--- config.mk ---
export PLATFORM = sky130hd
export DESIGN_NAME = counter_updown_mod
export DESIGN_NICKNAME = d
export VERILOG_FILES = /design/src/rtl/counter_updown_mod.sv
export SDC_FILE = /design/constraint.sdc
export NUM_CORES = 1
export LEC_CHECK = 0
export CAP_MARGIN = 0
export CORE_AREA = 2 2 39 41
export CTS_CLUSTER_DIAMETER = 60
export DETAILED_ROUTE_END_ITERATION = 10
export DIE_AREA = 0 0 41 43
export MAX_ROUTING_LAYER = met4
export PLACE_DENSITY = 0.54
export SYNTH_ARGS = -nofsm -noshare
export SYNTH_HDL_FRONTEND = slang
export SYNTH_SLANG_ARGS = --single-unit
--- constraint.sdc ---
create_clock -name CP -period 1.31 [get_ports CP]
set_input_delay 0.3275 -clock CP [delete_from_list [all_inputs] [get_ports CP]]
set_output_delay 0.3275 -clock CP [all_outputs]
set_load 0.005 [all_outputs]
--- src/rtl/counter_updown_mod.sv ---
// Modulo-N up/down counter with parallel load, 161-style TC cascade,
// registered wrap pulse and a sticky out-of-range load flag.
module counter_updown_mod #(
  parameter int WIDTH   = 4,
  parameter int MODULUS = 16
) (
  input  logic             CP,
  input  logic             CR,
  input  logic             LD_n,
  input  logic [WIDTH-1:0] D,
  input  logic             EP,
  input  logic             ET,
  input  logic             UD,
  output logic [WIDTH-1:0] Q,
  output logic             TC,
  output logic             WRAP,
  output logic             ERR
);

  // Load-range compare is done one bit wider so MODULUS = 2**WIDTH is representable.
  localparam logic [WIDTH-1:0] MAX     = WIDTH'(MODULUS - 1);
  localparam logic [WIDTH:0]   MOD_EXT = (WIDTH+1)'(MODULUS);
  localparam logic [WIDTH-1:0] ONE     = WIDTH'(1);

  logic at_max, at_zero, d_bad, cnt_en;

  assign at_max  = (Q == MAX);
  assign at_zero = (Q == '0);
  assign d_bad   = ({1'b0, D} >= MOD_EXT);
  assign cnt_en  = EP & ET;

  // TC ignores EP so a paused low stage still enables the next stage correctly.
  assign TC = ET & (UD ? at_max : at_zero);

  always_ff @(posedge CP) begin
    if (CR) begin
      Q    <= '0;
      WRAP <= 1'b0;
      ERR  <= 1'b0;
    end else if (!LD_n) begin
      Q    <= d_bad ? MAX : D;
      WRAP <= 1'b0;
      if (d_bad) ERR <= 1'b1;
    end else if (cnt_en) begin
      if (UD) begin
        Q    <= at_max ? '0 : Q + ONE;
        WRAP <= at_max;
      end else begin
        Q    <= at_zero ? MAX : Q - ONE;
        WRAP <= at_zero;
      end
    end else begin
      WRAP <= 1'b0;
    end
  end

endmodule

After elaboration in Yosys (flattened, before gate mapping)
Cells that the tools add are included.
{"block": "totals", "regBits": 5, "latch_bits": 0, "ramBits": 0, "romBits": 0, "input_bits": 10, "out_inout_bits": 7, "wordCells": 18, "memories": 0}
{"block": "op_classes", "n_addsub": 2, "n_mul": 0, "div_mod_pow": 0, "magnitude_cmp": 0, "n_eq_ne": 2, "shift": 0, "n_mux": 6, "bitwise": 4, "n_reduce_logical": 2}
{"cell": "$mux W4", "count": 5}
{"cell": "$add A4 B1 Y4 const B", "count": 1}
{"cell": "$eq A4 B4 Y1 const B", "count": 1}
{"cell": "$logic_not A4 Y1", "count": 1}
{"cell": "$sub A4 B1 Y4 const B", "count": 1}
{"cell": "$reduce_or A3 Y1", "count": 1}
{"cell": "$and A1 B1 Y1", "count": 2}
{"cell": "$ne A2 B1 Y1 const B", "count": 1}
{"cell": "$not A1 Y1", "count": 2}
{"cell": "$mux W1", "count": 1}

Depth between registers and ports, before layout
{"block": "depth", "depth_word": 5, "ltp_mapped": 6, "depth_no_buf": 6}

Least setup slack after synthesis
Ideal clock, no wire load.
{"block": "synth_path", "path_type": "register to output", "start": "register Q[0]", "end": "output port TC", "arrival_ns": 1.108, "t_required_ns": 0.983, "setup_slack_ns": -0.125, "path_stages_with_launch": 7, "n_path_buf": 0, "cell_sequence": "dfxtp_1 -> inv_1 -> ha_1 -> nand2b_4 -> nor3_1 -> a41oi_1 -> nor2b_1"}
{"block": "synth_via", "elab_chain_cells": 3, "elab_cells_between_ends": 4, "classes_between": "eq/ne: 1; mux: 1; bitwise: 1; reduce/logical: 1"}
{"element": "start, declared", "line": "14", "source": "output logic [WIDTH-1:0] Q,"}
{"element": "start signal, assigned", "line": "41", "source": "Q <= d_bad ? MAX : D;"}
{"element": "start signal, assigned", "line": "46", "source": "Q <= at_max ? '0 : Q + ONE;"}
{"element": "start signal, assigned", "line": "49", "source": "Q <= at_zero ? MAX : Q - ONE;"}
{"element": "$eq A4 B4 Y1 / $logic_not A4 Y1 (equally long branches)", "line": "27, 28"}
{"element": "$mux W1 *", "line": "33", "source": "assign TC = ET & (UD ? at_max : at_zero);"}
{"element": "$and A1 B1 Y1 *", "line": "33"}
{"element": "end, declared", "line": "15", "source": "output logic TC,"}
Mark *: on every way between the ends. The rest lies on a longest branch, timed or not.

Worst setup path in the final report
{"block": "layout_path", "start": "register Q[1]", "end": "output port TC"}
Same word-level chain as after synthesis.

==> results.tsv <==
metric	value	unit
p_leak	0.334	nW
dieWidth	41	um
n_fill_cell	141	
synth.most_common_cell	nor2_1	
clock_sinks	5	
netlist_top_cells_area	dfxtp_1, a211oi_1, nor2_1, ha_1, a21oi_1	
overflow	0	
dieHeight	43	um
synth_top_cell_area_share	28.6	%
ctsLongestPathBuffers	2	
outcome	finished with violations	
cts_root_buf	clkbuf_4	
fin_hold_ws	0.651	ns
required	0.98	ns
synth_fp_nets	58	
cp_data_arrival_time	1.29	ns
cts_buffers	3	
grt_first_pass_wirelength	1.75	mm
die-area	1760	um^2
setup_violations	3	
synth_flop_cell	dfxtp_1	
ir_drop	464	uV
clkSlewWorstSetupHoldPaths	0.05	ns
start_kind	flip-flop	
path_cells	buf_4, ha_4, a41oi_2, nor2b_1, buf_2	
crit_type	flip-flop to output pin	
drc	0	
syn_area_per_cell	7.62	um^2
syn2layout_area_growth	126	%
slowest_stage	dfxtp_2	
yosys-top-cells-count	nor2_1, dfxtp_1, a211oi_1, a21oi_1, inv_1	
synthArstFlopShare	0	%
drive_gt1_share	53.0	%
cp_max_fo	5	
syn-cell-area	350	um^2
hold_depth	3	
grt_usage	15.1	%
setup_ws	-0.305	ns
yosysWarnings	0	
initial_core_util	25.3	%
reg2reg_depth	5	
cts_hold_buf	0	
synth-seq-cells	5	
cts_tree	yes	
htree_levels	1	
fin_worst_skew	0.00528	ns
grt_start_max_net_pins	6	
max_cap_viol_count	0	
violations	negative setup slack	
final_cells	99	
drt_iter0_markers	10	
fp-row-count	14	
grt_pass1_vias	441	
rsz0062_at_grt	yes	
antenna_found_initial	0	
ant_nets	0	
fin_crit	1.62	ns
ys_types	22	
total_power	0.000614	W
synth-seq-area-share	28.6	%
postLayoutCellArea	791	um^2
ios	17	
hold_path_class	input port to flip-flop	
wire_per_inst	12.3	um
num_vias	482	
drt_pass1_iterations	4	
routed_via_density	4.87	
cpPeakStageDelay	0.33	ns
fin_util	57.1	%
timing.fmax	0.619	GHz
maxSlewViolCount	0	
powerDensity	776	nW/um^2
place_congestion	0.703	
synth_edf_count	0	
timing.final.crit_share	123	%
place_area	637	um^2
core	1380	um^2
hold_viol	0	
placed_cells	90	
port_buffers	15	
syn_inst	46	
clkLatencyLatePin	0.25	ns
synth_top_area_cell	dfxtp_1	
dp_hpwl	817	um
diodes	0	
finalNetCount	96	
drt-total-wl	1.22	mm
endpoint_kind	output pin	
[placed cells by master (no fill, tap or decap), types with 2 or more instances in the layout]
cell             count
a211oi_1             2
a211oi_2             2
a21oi_1              3
buf_2                2
buf_4               16
buf_6                3
clkbuf_4             3
clkdlybuf4s15_1      3
clkdlybuf4s50_1      8
dfxtp_2              2
dfxtp_4              2
dlygate4sd2_1        2
ha_4                 2
inv_2                2
nand3_1              2
nor2_1               7
o21ai_0              2
xnor2_1              2
[per-layer routing]
layer | vias to the layer above | GRT usage (%) | share of wire, %
met1 | 225 | 18.6 | 38
li1 | 237 | - | -
met2 | 20 | 21.3 | 56
met3 | 0 | 7.85 | 5.9
met5 | - | - | 0
met4 | 0 | 4.00 | 0
[layout make-up]
| type | instances | area, um^2 | share of cell area [%] |
|---|---|---|---|
| repair buffers | 35 | 312 | 39.4 |
| clock buffers | 4 | 26.3 | 3.32 |
| multi-input cells | 36 | 312 | 39.4 |
| inverters | 3 | 11.3 | 1.42 |
| well taps | 16 | 20.0 | 2.53 |
| flip-flops and latches | 5 | 110 | 13.9 |
[state kept, by name, summed over array words and instances, names as in the netlist]
register  cells
WRAP          1
Q             4
[kinds of logic after synthesis]
family | Yosys count | share of synthesized area, %
AOI/OAI and AO/OA | 14 | 26.1
xor gates and xnor gates | 3 | 7.50
adders and majority gates | 2 | 7.14
buffers and inverters | 5 | 6.43
DFF | 5 | 28.6
other | 1 | 1.07
and+or+nand+nor | 16 | 23.2
[final timing paths]
kind,start,end,slack [ns]
worst max-delay path,Q[1],TC,-0.31
worst min-delay path,D[0],Q[0],0.65
worst max register to register,Q[2],Q[3],-0.23
worst min register to register,Q[2],Q[2],0.68
[critical path, delay by kind of cell, from the launching register on]
family	cells	cell delay, ns
AO/OA/AOI/OAI	1	0.21
adder cells (fa/ha/maj)	1	0.16
buffers and inverters	2	0.27
flip-flops	1	0.33
AND/OR/NAND/NOR	1	0.06
[report_power, final]
part / internal [W] / switching [W] / total, W
registers: 0.000164 / 0.0000107 / 0.000175
clock network: 0.000116 / 0.0000720 / 0.000188
logic: 0.000149 / 0.000102 / 0.000251
total: 0.000429 / 0.000185 / 0.000614
[through the flow]
stage | TNS [ns] | worst slack [ns]
after floorplan | 0 | 0.00322
after global placement | -1.95 | -0.757
after detailed placement | -2.08 | -0.790
after CTS | -0.535 | -0.312
after global routing | -0.718 | -0.371
final | -0.557 | -0.305
[timing repair]
item	CTS	global route
endpoints found under the setup margin	9	6
gates resized for setup	29	8
pin swaps	2	4
setup buffers	4	1
Note: power is estimated with default switching activity, not from simulation.
